===== src/rtl/binario_bcd_enc.sv =====
// Registered binary-to-BCD converter (double-dabble), one conversion per cycle, 1-cycle latency.
// Optional per-digit 7-segment output is built when BINARIO_BCD_SEG7_EN is defined.
module binario_bcd_enc #(
   parameter int BIN_W  = 4,
   parameter int DIGITS = 2
) (
   input  logic                  clk,
   input  logic                  rst_n,
   input  logic                  in_valid,
   input  logic [BIN_W-1:0]      bin,
   output logic [4*DIGITS-1:0]   bcd,
   output logic                  out_valid
`ifdef BINARIO_BCD_SEG7_EN
   ,
   output logic [7*DIGITS-1:0]   seg
`endif
);

   localparam int BCD_W = 4 * DIGITS;

   // True when DIGITS decimal digits can represent every BIN_W-bit value.
   function automatic bit width_fits();
      longint p10;
      longint p2;
      p10 = 1;
      for (int i = 0; i < DIGITS; i++) begin
         if (p10 < 64'sd1_000_000_000_000_000) p10 = p10 * 10;
      end
      p2 = (BIN_W >= 62) ? 64'sh4000_0000_0000_0000 : (64'sd1 <<< BIN_W);
      return (p10 >= p2);
   endfunction

   generate
      if (!width_fits()) begin : g_width_err
         $error("binario_bcd_enc: 10**DIGITS must be >= 2**BIN_W");
      end
   endgenerate

   logic [BCD_W-1:0] conv;

   // Shift each bit in MSB first; the add-3 pass is skipped after the final shift.
   always_comb begin
      conv = '0;
      for (int b = BIN_W - 1; b >= 0; b--) begin
         conv = {conv[BCD_W-2:0], bin[b]};
         if (b != 0) begin
            for (int d = 0; d < DIGITS; d++) begin
               if (conv[4*d +: 4] > 4'd4) begin
                  conv[4*d +: 4] = conv[4*d +: 4] + 4'd3;
               end
            end
         end
      end
   end

   logic [BCD_W-1:0] bcd_q;
   logic [BCD_W-1:0] bcd_d;
   logic             valid_q;
   logic             valid_d;

   always_comb begin
      bcd_d   = bcd_q;
      valid_d = in_valid;
      if (in_valid) begin
         bcd_d = conv;
      end
   end

   always_ff @(posedge clk or negedge rst_n) begin
      if (!rst_n) begin
         bcd_q   <= '0;
         valid_q <= 1'b0;
      end else begin
         bcd_q   <= bcd_d;
         valid_q <= valid_d;
      end
   end

   assign bcd       = bcd_q;
   assign out_valid = valid_q;

`ifdef BINARIO_BCD_SEG7_EN
   // Segment order {g,f,e,d,c,b,a}; non-decimal nibbles blank the digit.
   function automatic logic [6:0] seg_of(input logic [3:0] nib);
      logic [6:0] s;
      case (nib)
         4'd0:    s = 7'h3F;
         4'd1:    s = 7'h06;
         4'd2:    s = 7'h5B;
         4'd3:    s = 7'h4F;
         4'd4:    s = 7'h66;
         4'd5:    s = 7'h6D;
         4'd6:    s = 7'h7D;
         4'd7:    s = 7'h07;
         4'd8:    s = 7'h7F;
         4'd9:    s = 7'h6F;
         default: s = 7'h00;
      endcase
      return s;
   endfunction

   logic [7*DIGITS-1:0] seg_q;
   logic [7*DIGITS-1:0] seg_d;

   genvar gi;
   generate
      for (gi = 0; gi < DIGITS; gi++) begin : g_seg
         always_comb begin
            seg_d[7*gi +: 7] = seg_q[7*gi +: 7];
            if (in_valid) begin
               seg_d[7*gi +: 7] = seg_of(conv[4*gi +: 4]);
            end
         end
      end
   endgenerate

   always_ff @(posedge clk or negedge rst_n) begin
      if (!rst_n) begin
         seg_q <= '0;
      end else begin
         seg_q <= seg_d;
      end
   end

   assign seg = seg_q;
`endif

endmodule


===== config.mk =====
export PLATFORM = sky130hd
export DESIGN_NAME = binario_bcd_enc
export DESIGN_NICKNAME = d
export VERILOG_FILES = /design/src/rtl/binario_bcd_enc.sv
export SDC_FILE = /design/constraint.sdc
export NUM_CORES = 1
export LEC_CHECK = 0
export ABC_CLOCK_PERIOD_IN_PS = 890
export CAP_MARGIN = 40
export CORE_AREA = 2 2 39 41
export DETAILED_ROUTE_END_ITERATION = 8
export DIE_AREA = 0 0 41 43
export PLACE_DENSITY = 0.64
export RECOVER_POWER = 25
export SYNTH_ARGS = -nofsm -noshare
export SYNTH_HDL_FRONTEND = slang
export SYNTH_SLANG_ARGS = --single-unit

===== constraint.sdc =====
create_clock -name clk -period 0.89 [get_ports clk]
set_input_delay 0.178 -clock clk [delete_from_list [all_inputs] [get_ports clk]]
set_output_delay 0.178 -clock clk [all_outputs]
set_load 0.1 [all_outputs]

; Yosys cells after proc, flatten, opt, wreduce, memory -nomap -nowiden
; Index checks and enable logic that the tools add are counted.
; W data, S select, Z words.
[classes]
magnitude_cmp = 1
mux = 1
addsub = 1
[ops]
columns = op, count
row1 = $add A3 B2 Y4 const B, 1
row2 = $mux W4, 1
row3 = $gt A3 B3 Y1 const B, 1
[word_totals]
inputBits = 7
output_inout_bits = 9
wordCells = 5
reg_bits = 6

; Depth between registers and ports, before layout
; Gate-level depths: netlist (run 1).
[logic_depth]
word_depth = 2
mapped_depth = 6
depth_no_buf = 6

; Least setup slack after synthesis (run 1)
; No wires, ideal clock.
[synth_timing]
path_kind = reg-to-reg
start = reg, netlist name bcd[0]
end = reg bcd_q[0], in the netlist bcd[0]
setup_time_ns = 0.126
path_stages_with_launch = 2
arrival_ns = 1.132
setup_slack_ns = -0.368
path_buffers = 0
required_time_ns = 0.764
synth_period_minus_slack_ns = 1.258
cell_sequence = dfrtp_1 mux2_4
[synth_rtl]
columns = item, line_no
row1 = end signal: assignment, 71  ; bcd_q <= '0;
row2 = end signal: assignment, 74  ; bcd_q <= bcd_d;
row3 = end: declaration, 56  ; logic [BCD_W-1:0] bcd_q;

; Final worst setup path (run 1)
[layout_timing]
start = reg bcd_q[1], in the netlist bcd[1]
end = out bcd[1]
[layout_rtl]
columns = item, line_no
row1 = end: declaration, 11  ; output logic [4*DIGITS-1:0] bcd,
; No word-level cell between the ends.

==> summary.txt, run 1 <==
Power and ir drop
  • Sw power: 0.418 mW
  • Sw Share: 39.5%
  • Share of total power in the clock network: 23.0%
  • Peak supply drop: 494 uV
  • Leak: 0.284 nW
  • Power Internal: 0.639 mW
  • Pwr dens: 1610 nW/um^2
  • Logic pwr share: 45.3%
  • Reg power frac: 31.7%

Drt
  • Drc violations: 0
  • Overall routed net length: 584 um
  • Wire length per cell: 9.13 um
  • Post-DRT Antenna Nets: 0
  • Vias: 257
  • DR iter-0 viols: 2
  • DRT Pass-1 Iters: 2
  • Vias per Instance: 4.02

Global route
  • Total GRT Usage: 8.78%
  • Initial antenna violation count: 0
  • Met2 Resource Use GR: 11.9%
  • Vias in the first global route: 248
  • Global-route wire length before repair: 931 um
  • Met3 Use GR: 3.14%
  • GRT Max-Usage Layer: met4
  • Largest net degree at the start of global routing: 7
  • GR Layer Usage met1: 8.17%
  • GR Overflow Total: 0

Critical path
  • Max incr delay on CP: 0.48 ns
  • Worst setup path class: flop to output pin
  • Critical-path top delay cell: dfrtp_4
  • WP data required: 0.71 ns
  • CP bufs+invs: 1
  • Cell family with most CP delay: flip-flops
  • Worst EP arrival: 0.90 ns
  • Crit path max fanout: 2
  • Crit-path cells: buf_12
  • Critical Path End Type: output pin
  • Crit start category: flop

Run
  • Max-Cap Viols: 0

Synth
  • Post-synthesis simple-gate area fraction: 6.30%
  • Area leader, netlist: dfrtp_1
  • Most area-consuming cells after synthesis: dfrtp_1 (44%), ha_1 (15%), mux2_4 (8.9%), buf_4 (6.7%), inv_1 (4.4%)
  • Adder-cell area share of the yosys netlist: 14.8%
  • Register area share after synthesis: 44.4%
  • Synth Cell Area: 338 um^2
  • Top_reg_cell synth: dfrtp_1
  • Share of the synthesized area in the top cell type: 44.4%
  • Count leader, synth: dfrtp_1
  • Post-synth EDFFs: 0
  • Fraction of the mapped netlist area in compound gates: 7.41%
  • Synth cell types: 15
  • FFs w/ async S/R, synth: 100%
  • Largest family of logic cells by synthesized area: adder cells
  • Seq cells post-synth: 6
  • Synth top cells by count: dfrtp_1 (6), ha_1 (4), inv_1 (4), buf_4 (3)
  • Synth Area per Inst: 11.3 um^2
  • Ys Warns: 0
  • Post-synthesis mux area share: 8.89%
  • Xor/xnor share of the synthesized area: 2.59%
  • Synth Instances: 30

Timing
  • Worst hold margin: 0.241 ns
  • Fin Clk Skew: 0 ns
  • Tcrit/Tclk final: 121%
  • Finish-stage setup viols: 6
  • Final min period: 1.08 ns
  • Final Worst Setup Slack: -0.187 ns
  • Highest clock rate: 0.928 GHz
  • Fin. Hold Viols: 0
  • Slew Limit Fails: 0
  • RSZ-0062 raised after global routing: yes

Floorplanning
  • Die area: 1760 um^2
  • IO Pins: 16
  • Die Height: 43 um
  • CORE AREA: 1380 um^2
  • DIE WIDTH: 41 um
  • Cell Rows: 14
  • Initial core utilization: 24.4%

Place
  • Port Buffers: 12
  • Pre-CTS worst setup slack: -0.761 ns
  • Placed insts: 59
  • DP HPWL: 469 um
  • GPL Wtd Cong: 0.662

Clock network
  • CTS clk-pin slew, worst paths: 0.04 ns
  • Worst-Skew Late Latency: 0.24 ns
  • CTS root buffer: clkbuf_4
  • Num CTS Buffers: 3
  • Clock sinks: 6
  • Clock Path Buffers: 2
  • H-tree depth: 1
  • CTS tree: yes

Worst hold path
  • Worst hold path class: input pin to asynchronous set/reset pin

Finish
  • Layout Nets: 61
  • Layout Cells excl Fill: 64
  • # fillers: 129
  • Reg area: 168 um^2
  • Synth-to-layout area growth: 94.8%
  • Antenna cell count: 0
  • Area occupied by multi-input gates: 186 um^2
  • Ratio of cells with drive above 1 in the final layout: 66.7%
  • Layout Utilization: 47.6%

Status
  • Status: finished with violations
  • Failing checks: setup timing
==> metrics by stage <==
step / TNS [ns] / power [mW] / cell area (um^2)
after global placement: -3.02 / 0.804 / 609
after floorplan: -0.327 / 0.640 / 420
after CTS: -0.995 / 1.05 / 622
after global routing: -1.14 / 1.12 / 658
final: -0.940 / 1.06 / 658
after detailed placement: -3.06 / 0.806 / 609
==> what timing repair did <==
item                       in CTS  in global routing
resized for setup              12                  9
hold buffers                    0                  0
pin swaps                       0                  2
buffers inserted                0                  2
setup endpoints to repair      11                  7
==> layout by cell type (no fill, tap or decap), types with 2 or more instances in the layout <==
master / Yosys / final
buf_12: 0 / 7
conb_1: 1 / 3
clkbuf_4: 0 / 3
ha_4: 0 / 3
dfrtp_2: 0 / 2
dfrtp_4: 0 / 4
buf_4: 3 / 5
mux2_4: 2 / 2
==> layout make-up <==
class / instances / area share, %
Timing Repair Buffer: 17 / 34.4
Multi-Input combinational cell: 18 / 28.3
Sequential cell: 6 / 25.5
Inverter: 4 / 5.32
Clock buffer: 3 / 3.42
Tap cell: 16 / 3.04
==> state kept, by name, summed over array words and instances, names as in the netlist <==
register	count
bcd	5
out_valid	1
==> power groups by stage <==
stage	logic [mW]	clock network [mW]	registers [mW]
floorplan	0.134	0	0.506
global placement	0.464	0	0.340
detailed placement	0.465	0	0.341
CTS	0.459	0.251	0.336
global route	0.501	0.285	0.337
finish	0.479	0.243	0.336
==> worst paths after layout <==
check,startpoint,endpoint,slack (ns),cells past startpoint
min in group clk,bin[3],bcd[4],0.30,3
setup / recovery,bcd[1],bcd[1],-0.19,1
setup reg to reg,bcd[3],bcd[3],0.03,1
hold reg to reg,bcd[0],bcd[0],0.55,1
max in group asynchronous,rst_n,bcd[3],0.40,1
hold / removal,rst_n,bcd[1],0.24,1
==> cell families (layout without fill, tap and decap cells) <==
kind of cell / count (synthesis) / after routing
AO/OA/AOI/OAI: 4 / 4
XOR/XNOR: 1 / 1
adder cells (fa/ha/maj): 4 / 4
buffers and inverters: 8 / 24
flip-flops: 6 / 6
multiplexers: 2 / 2
other: 1 / 3
AND/OR/NAND/NOR: 4 / 4
==> routing by layer <==
metal	part of all wire (%)	up-vias
met4	5.1	0
met5	0	-
li1	-	125
met2	48	13
met3	11	4
met1	36	115
Power figures use the tool's default switching activity.
==> run 2: changes to the inputs <==
--- a/config.mk
+++ b/config.mk
@@ -10,6 +10,7 @@
 export CORE_AREA = 2 2 39 41
 export DETAILED_ROUTE_END_ITERATION = 8
 export DIE_AREA = 0 0 41 43
+export HOLD_SLACK_MARGIN = 0.05
 export PLACE_DENSITY = 0.64
 export RECOVER_POWER = 25
 export SYNTH_ARGS = -nofsm -noshare
==> results of run 2 <==
Same layout as run 1: the final DEF is identical, and so are final timing and power.
